<file path="config.mk">
export PLATFORM = sky130hd
export DESIGN_NAME = ball_motion_ctrl
export DESIGN_NICKNAME = d
export VERILOG_FILES = /design/src/rtl/ball_motion_ctrl.sv
export SDC_FILE = /design/constraint.sdc
export NUM_CORES = 1
export LEC_CHECK = 0
export ABC_CLOCK_PERIOD_IN_PS = 4300
export CAP_MARGIN = 15
export CORE_MARGIN = 5
export CORE_UTILIZATION = 56
export DETAILED_ROUTE_END_ITERATION = 8
export DONT_BUFFER_PORTS = 1
export MAX_ROUTING_LAYER = met4
export PLACE_DENSITY = 0.71
export SYNTH_ARGS = -nofsm -noshare
export SYNTH_HDL_FRONTEND = slang
export SYNTH_SLANG_ARGS = --single-unit
</file>
<file path="constraint.sdc">
create_clock -name clk -period 4.3 [get_ports clk]
set_input_delay 0.43 -clock clk [delete_from_list [all_inputs] [get_ports clk]]
set_output_delay 0.43 -clock clk [all_outputs]
set_load 0.01 [all_outputs]
</file>
<file path="src/rtl/ball_motion_ctrl.sv">
// ball_motion_ctrl: per-frame pong ball sequencer (serve, move, bounce, score); define SPEEDUP_EN to ramp speed on each paddle hit
module ball_motion_ctrl #(
  parameter int H_ACTIVE     = 640,
  parameter int V_ACTIVE     = 480,
  parameter int BALL_RADIUS  = 8,
  parameter int CENTER_X     = 320,
  parameter int CENTER_Y     = 240,
  parameter int SPEED        = 2,
  parameter int MAX_SPEED    = 6,
  parameter int SERVE_FRAMES = 60,
  parameter int PADDLE_X_L   = 16,
  parameter int PADDLE_X_R   = 624,
  parameter int PADDLE_H     = 64
) (
  input  logic       clk,
  input  logic       reset,
  input  logic       frame_tick,
  input  logic       start,
  input  logic       stop,
  input  logic [9:0] paddle_l_y,
  input  logic [9:0] paddle_r_y,
  output logic [9:0] ball_x,
  output logic [9:0] ball_y,
  output logic       point_l,
  output logic       point_r,
  output logic       busy
);
  typedef enum logic [1:0] {IDLE, SERVE, RUN, SCORE} state_t;
  localparam logic [10:0] R      = 11'(BALL_RADIUS);
  localparam logic [10:0] CX     = 11'(CENTER_X);
  localparam logic [10:0] CY     = 11'(CENTER_Y);
  localparam logic [10:0] SPD    = 11'(SPEED);
  localparam logic [10:0] MAXS   = 11'(MAX_SPEED);
  localparam logic [10:0] PXL    = 11'(PADDLE_X_L);
  localparam logic [10:0] PXR    = 11'(PADDLE_X_R);
  localparam logic [10:0] PH1    = 11'(PADDLE_H - 1);
  localparam logic [10:0] X_EDGE = 11'(H_ACTIVE - 1);
  localparam logic [10:0] X_MAX  = 11'(H_ACTIVE - 1 - BALL_RADIUS);
  localparam logic [10:0] Y_MAX  = 11'(V_ACTIVE - 1 - BALL_RADIUS);
  localparam logic [15:0] SF     = 16'(SERVE_FRAMES);
`ifdef SPEEDUP_EN
  localparam logic [10:0] INC    = 11'd1;
`else
  localparam logic [10:0] INC    = 11'd0;
`endif
  state_t      r_state, w_state;
  logic [10:0] r_x, r_y, r_spd, w_x, w_y, w_spd;
  logic        r_dir_l, r_dir_u, w_dir_l, w_dir_u;
  logic [15:0] r_cnt, w_cnt;
  logic        r_point_l, r_point_r, w_point_l, w_point_r;
  logic [10:0] w_pad_l, w_pad_r, w_spd_up;
  logic        w_top, w_bot, w_hit_l, w_hit_r, w_miss_l, w_miss_r;
  assign w_pad_l  = {1'b0, paddle_l_y};
  assign w_pad_r  = {1'b0, paddle_r_y};
  assign w_top    = r_y <= R + r_spd;
  assign w_bot    = r_y + r_spd >= Y_MAX;
  assign w_hit_r  = (r_x + R <= PXR) && (r_x + R + r_spd >= PXR) && (r_y >= w_pad_r) && (r_y <= w_pad_r + PH1);
  assign w_hit_l  = (r_x >= PXL + R) && (r_x <= PXL + R + r_spd) && (r_y >= w_pad_l) && (r_y <= w_pad_l + PH1);
  assign w_miss_r = r_x + R + r_spd >= X_EDGE;
  assign w_miss_l = r_x <= R + r_spd;
  assign w_spd_up = (r_spd + INC > MAXS) ? r_spd : r_spd + INC;
  assign ball_x   = r_x[9:0];
  assign ball_y   = r_y[9:0];
  assign point_l  = r_point_l;
  assign point_r  = r_point_r;
  assign busy     = r_state != IDLE;
  // next-state: rally phase sequencing and per-tick motion with independent axes
  always_comb begin
    w_state   = r_state;
    w_x       = r_x;
    w_y       = r_y;
    w_dir_l   = r_dir_l;
    w_dir_u   = r_dir_u;
    w_cnt     = r_cnt;
    w_spd     = r_spd;
    w_point_l = 1'b0;
    w_point_r = 1'b0;
    if (stop) begin
      w_state = IDLE;
      w_x     = CX;
      w_y     = CY;
      w_dir_l = 1'b0;
      w_dir_u = 1'b0;
      w_cnt   = '0;
      w_spd   = SPD;
    end else begin
      case (r_state)
        IDLE: if (start) begin
          w_state = SERVE;
          w_cnt   = SF;
          w_spd   = SPD;
        end
        SERVE: if (frame_tick) begin
          if (r_cnt == '0) w_state = RUN;
          else w_cnt = r_cnt - 16'd1;
        end
        RUN: if (frame_tick) begin
          w_y     = r_dir_u ? (w_top ? R : r_y - r_spd) : (w_bot ? Y_MAX : r_y + r_spd);
          w_dir_u = r_dir_u ? !w_top : w_bot;
          if (r_dir_l ? w_hit_l : w_hit_r) begin
            w_x     = r_dir_l ? PXL + R : PXR - R;
            w_dir_l = !r_dir_l;
            w_spd   = w_spd_up;
          end else if (r_dir_l ? w_miss_l : w_miss_r) begin
            w_x       = r_dir_l ? R : X_MAX;
            w_point_l = !r_dir_l;
            w_point_r = r_dir_l;
            w_state   = SCORE;
          end else begin
            w_x = r_dir_l ? r_x - r_spd : r_x + r_spd;
          end
        end
        SCORE: if (frame_tick) begin
          w_state = SERVE;
          w_x     = CX;
          w_y     = CY;
          w_dir_l = !r_dir_l;
          w_cnt   = SF;
          w_spd   = SPD;
        end
        default: w_state = IDLE;
      endcase
    end
  end
  // state and datapath registers with synchronous reset
  always_ff @(posedge clk) begin
    if (reset) begin
      r_state   <= IDLE;
      r_x       <= CX;
      r_y       <= CY;
      r_dir_l   <= 1'b0;
      r_dir_u   <= 1'b0;
      r_cnt     <= '0;
      r_spd     <= SPD;
      r_point_l <= 1'b0;
      r_point_r <= 1'b0;
    end else begin
      r_state   <= w_state;
      r_x       <= w_x;
      r_y       <= w_y;
      r_dir_l   <= w_dir_l;
      r_dir_u   <= w_dir_u;
      r_cnt     <= w_cnt;
      r_spd     <= w_spd;
      r_point_l <= w_point_l;
      r_point_r <= w_point_r;
    end
  end
endmodule

</file>
# == After elaboration in Yosys (flattened, before gate mapping) ==
# Cells that the tools add are included.
# classes
bitwise_logic,3
multipliers,0
addsub,11
n_shift,0
n_mux,37
eq_ne,12
reduce_logical,22
n_lt_le_gt_ge,12
div,0
# ops
cell,count
11-bit two-way mux,12
11-bit one-hot mux with 2 select lines,3
16-bit two-way mux,4
11-bit <= comparator,5
16-bit one-hot mux with 3 select lines,1
11-bit adder,3
"10-bit by 6-bit adder with 11-bit output, second input constant",2
11-bit by 10-bit greater-or-equal comparator with 1-bit output,2
"11-bit by 10-bit greater-or-equal comparator with 1-bit output, second input constant",2
11-bit subtractor,2
10-bit two-way mux,2
"2-bit inequality test, second input constant",9
16-bit zero test,1
"16-bit by 1-bit subtractor with 16-bit output, second input constant",1
2-bit two-way mux,7
"11-bit by 4-bit adder with 11-bit output, second input constant",1
"4-bit by 11-bit adder with 11-bit output, first input constant",1
"5-bit by 11-bit adder with 11-bit output, first input constant",1
"11-bit by 5-bit greater-or-equal comparator with 1-bit output, second input constant",1
"11-bit by 9-bit greater-or-equal comparator with 1-bit output, second input constant",1
"11-bit by 10-bit <= comparator with 1-bit output, second input constant",1
2-bit one-hot mux with 4 select lines,1
7-bit AND reduction,1
1-bit logical AND,6
other kinds (15),27
# totals
latch_bits,0
regBits,55
wordCells,106
in_bits,25
memories,0
output_inout_bits,23
mem_bits_rw,0
rom_bits,0

# == Logic depth before layout (Yosys ltp) ==
# depth
ltp_word,10
mapped_depth,15
depth_no_buf,15

# == Least setup slack after synthesis ==
# Ideal clock, no wire load.
# synth_timing
kind,input to register
from,input port paddle_r_y[4]
to,register r_x[6]
required_ns,4.164
path_stages,12
n_path_buf,0
arrival_time_ns,3.036
slack_ns,1.128
path_cell_list,nor4_1 -> nand2_1 -> xnor2_1 -> ha_1 -> a22o_1 -> o41ai_1 -> a31oi_1 -> nor4_1 -> o21ai_2 -> and4_4 -> a2111oi_0 -> o21ai_0
# synth_via
elab_chain_cells,7
# synth_rtl
item,line_no,rtl
"start, declared",21,"input logic [9:0] paddle_r_y,"
10-bit by 6-bit adder with 11-bit output / 11-bit by 10-bit greater-or-equal comparator with 1-bit output (equally long branches),57,assign w_hit_r = (r_x + R <= PXR) && (r_x + R + r_spd >= PXR) && (r_y >= w_pad_r) && (r_y <= w_pad_r + PH1);
11-bit <= comparator / 1-bit logical AND (equally long branches),57,
1-bit logical AND *,57,
1-bit two-way mux *,100,if (r_dir_l ? w_hit_l : w_hit_r) begin
11-bit two-way mux *,100,
11-bit two-way mux *,97,RUN: if (frame_tick) begin
11-bit one-hot mux with 2 select lines *,87,case (r_state)
"end signal, assigned",139,r_x <= w_x;
"end, declared",47,"logic [10:0] r_x, r_y, r_spd, w_x, w_y, w_spd;"
# Mark *: on every way between the ends. The rest lies on a longest branch, timed or not. The select of a mux whose other input is x is not followed.
# A chain may end at the register's enable or synchronous reset.

# == Worst setup path after layout ==
# layout_timing
from,register r_x[4]
to,register r_state[0]
# layout_via
elab_chain_cells,9
# layout_rtl
item,line_no,rtl
11-bit by 4-bit adder with 11-bit output,"57, 59",
11-bit adder,"57, 59",
11-bit by 10-bit greater-or-equal comparator with 1-bit output,57,
1-bit logical AND (3 in a row),57,
1-bit two-way mux,100,
2-bit inequality test (no source line),n/a,
7-bit AND reduction (no source line) *,n/a,
"end signal, assigned",138,r_state <= w_state;
"end, declared",46,"state_t r_state, w_state;"
# Mark *: on every way between the ends. The rest lies on a longest branch, timed or not.

==> results.yml <==
floorplanning:
  die_area_um2: 10650
  core_area_um2: 8593
  std_cell_rows: 34
  design.portCount: 48
  initial_core_util_pct: 56.61
  die_width_um: 103.2
  die_h_um: 103.2
synth:
  synth_xor_area_share_pct: 9.156
  synth_sequential_area_ratio_pct: 18.11
  yosysMostFrequentCell: "ha_1"
  mappedNetlistArea_um2: 4865
  postSynthCellCount: 639
  ys.warnings.count: 0
  synth_top_area_share_pct: 18.11
  synth-compound-area-share_pct: 22.51
  postSynth.topFlopCell: "dfxtp_1"
  yosys.area_share.adder_pct: 18.16
  commonest_cells_post_synth: "69 x ha_1, 64 x nand2_1, 48 x a21oi_1, 46 x nor2_1, 44 x dfxtp_1"
  synth_top_area_cell: "dfxtp_1"
  avg_synthesized_cell_area_um2: 7.613
  synth-seq-cells: 44
  postSynth.asyncResetShare_pct: 0
  synth_enable_flop_cells: 0
  largest_family_of_logic_cells_by_synthesized_area: "simple AND/OR/NAND/NOR gates"
  synth_cell_type_count: 75
  synth_top_cells_by_area: "dfxtp_1 18%, ha_1 18%, xnor2_1 6.8%"
  synth-simple-area-share_pct: 23.46
  multiplexer_area_fraction_after_synthesis_pct: 0.2315
  postSynthNetCount: 734
placed_design:
  gp_routability_congestion: 0.9062
  detailed_place_hpwl_um: 9097
  placedCellCount: 711
  port-buffer-count: 0
setup_path:
  worstPathMaxFanout: 10
  worst-endpoint-arrival_ns: 3.64
  worstSetupStartpointType: "flop"
  r2r_start: "r_x[4]$_SDFFE_PP0P_"
  worst-endpoint-required_ns: 4.55
  endpoint_kind: "flop"
  path_class: "reg2reg"
  startpoint: "r_x[4]$_SDFFE_PP0P_"
power_and_ir_drop:
  power.density_nw_per_um2: 182.0
  peakVddDrop_v: 0.0002252
  cellLeakagePower_uw: 0.001990
flow_run:
  drv_cap: 0
worst_hold_path:
  hold_class: "in2reg"
  worst_hold_startpoint: "stop"
grt:
  via_count_of_the_first_global_routing_pass: 4237
  grt_antenna_before_repair: 0
  global_route.usage.total_pct: 23.11
  grt_overflow_total: 0
  global_route_wire_length_before_repair_um: 19550
  grt_max_degree: 24
layout:
  layout.nets: 705
  layoutNonFillerInstCount: 719
  drive_above_1_share_pct: 4.910
  antenna-diode-count: 0
  areaGrowthSynthToFinish_pct: 0.7202
timing:
  setup_viol_count_final: 0
  max_freq_ghz: 0.2945
  final.min_clock_period_ns: 3.396
  min_period_over_period_pct: 78.98
  max_slew_margin_pct: 40.36
  transition_time_at_the_pin_with_the_least_slew_margin_ns: 0.8912
  final-max-slew-violation-count: 0
  worst_clock_skew_ns: 0.01215
  report.final.hold_viol_count: 0
  tns_ns: 0
  rsz0062_at_grt: "false"
drt:
  initialDrtViolationCount: 263
  totalWireLength_um: 11790
  drc: 0
  via_count: 4448
  routedWlPerCell_um: 16.40
  route.detailed.vias_per_inst: 6.186
  drt_first_pass_iters: 5
  ant_nets: 0
cts:
  clkSlewWorstSetupHoldPaths_ns: 0.09
  postCtsResizedCells: 0
  cts_tree: "done"
  worstSkewPairLatency_ns: 0.30
  clockBufferDepth: 2
  postCtsSetupBuffers: 0
  root_buffer: "clkbuf_8"
  hold_fix_buffers_cts: 0
  cts.sinks: 44
  tritoncts.num_buffers: 5
  ctsHtreeMaxLevel: 2
outcome:
  outcome: "finished, final reports clean"
[cells by family after synthesis]
family	Yosys count
AOI/OAI and AO/OA	164
xor gates and xnor gates	50
adders and majority gates	70
buffers and inverters	85
DFF	44
muxes	1
and+or+nand+nor	225
[through the flow]
| step | util (%) | worst slack (ns) | power, uW | instance area, um2 | hold slack (ns) |
|---|---|---|---|---|---|
| global route | 57.02 | 0.7242 | 949.2 | 4900 | 0.4532 |
| finish | 57.02 | 0.9040 | 891.6 | 4900 | 0.4538 |
| CTS | 57.02 | 0.9421 | 899.8 | 4900 | 0.4413 |
| detailed placement | 55.88 | 0.7080 | 622.8 | 4802 | 0.4825 |
| floorplan | - | 1.128 | 587.1 | 4865 | 0.4592 |
| global placement | 55.88 | 0.7938 | 615.3 | 4802 | 0.4786 |
[power by group]
group          switching, uW  internal (uW)
clock                    147            130
combinational            107           79.9
sequential              10.9            417
[layer usage]
| layer | track usage [%] | share of wire [%] | vias to the layer above |
|---|---|---|---|
| met1 | 29.41 | 45 | 2073 |
| li1 | - | - | 2231 |
| met5 | - | 0 | - |
| met4 | 6.275 | 1.3 | 0 |
| met3 | 3.488 | 6.1 | 13 |
| met2 | 38.28 | 48 | 131 |
[state kept, by name (all words and copies together) (netlist names)]
register / cells
r_y: 11
r_state: 2
point_l: 1
point_r: 1
r_dir_u: 1
r_dir_l: 1
r_cnt: 16
r_x: 11
[layout make-up]
| cell class | instances | area (um2) |
|---|---|---|
| Timing Repair Buffer | 7 | 52.55 |
| Sequential cell | 44 | 880.8 |
| Clock inverter | 2 | 15.01 |
| Fill cell | 835 | 3694 |
| Inverter | 42 | 157.7 |
| Tap cell | 108 | 135.1 |
| Multi-Input combinational cell | 510 | 3576 |
| Clock buffer | 6 | 82.58 |
[placed cells by master, fill, tap and decap left out, types with 9 or more instances in the layout]
cell / Yosys / layout
dfxtp_1: 44 / 44
nor2b_1: 10 / 10
xor2_1: 11 / 11
nor3_1: 19 / 19
o21ai_0: 31 / 30
inv_1: 42 / 42
ha_1: 69 / 69
a21oi_1: 48 / 48
nand3_1: 25 / 25
a31oi_1: 11 / 11
a21o_1: 9 / 9
nand2_1: 64 / 64
nor2_1: 46 / 46
xnor2_1: 38 / 38
nor4_1: 13 / 13
[critical path, cell delays in order (launching register included)]
cell	delay (ns)
dfxtp_1	0.57
buf_4	0.22
ha_1	0.23
and4bb_1	0.20
o21ai_1	0.13
a211oi_1	0.45
a21boi_1	0.15
nor3_1	0.34
a22oi_4	0.14
a311o_1	0.43
or4_1	0.40
nand2_1	0.07
[worst paths after layout]
kind,endpoint,slack (ns),depth (start not counted)
max,r_state[0]$_SDFFE_PP0P_,0.90,11
min,r_y[6]$_SDFFE_PP1P_,0.45,3
max reg2reg,r_state[0]$_SDFFE_PP0P_,0.90,11
min reg2reg,r_cnt[9]$_SDFFE_PP0P_,0.50,2
Power figures use the tool's default switching activity.
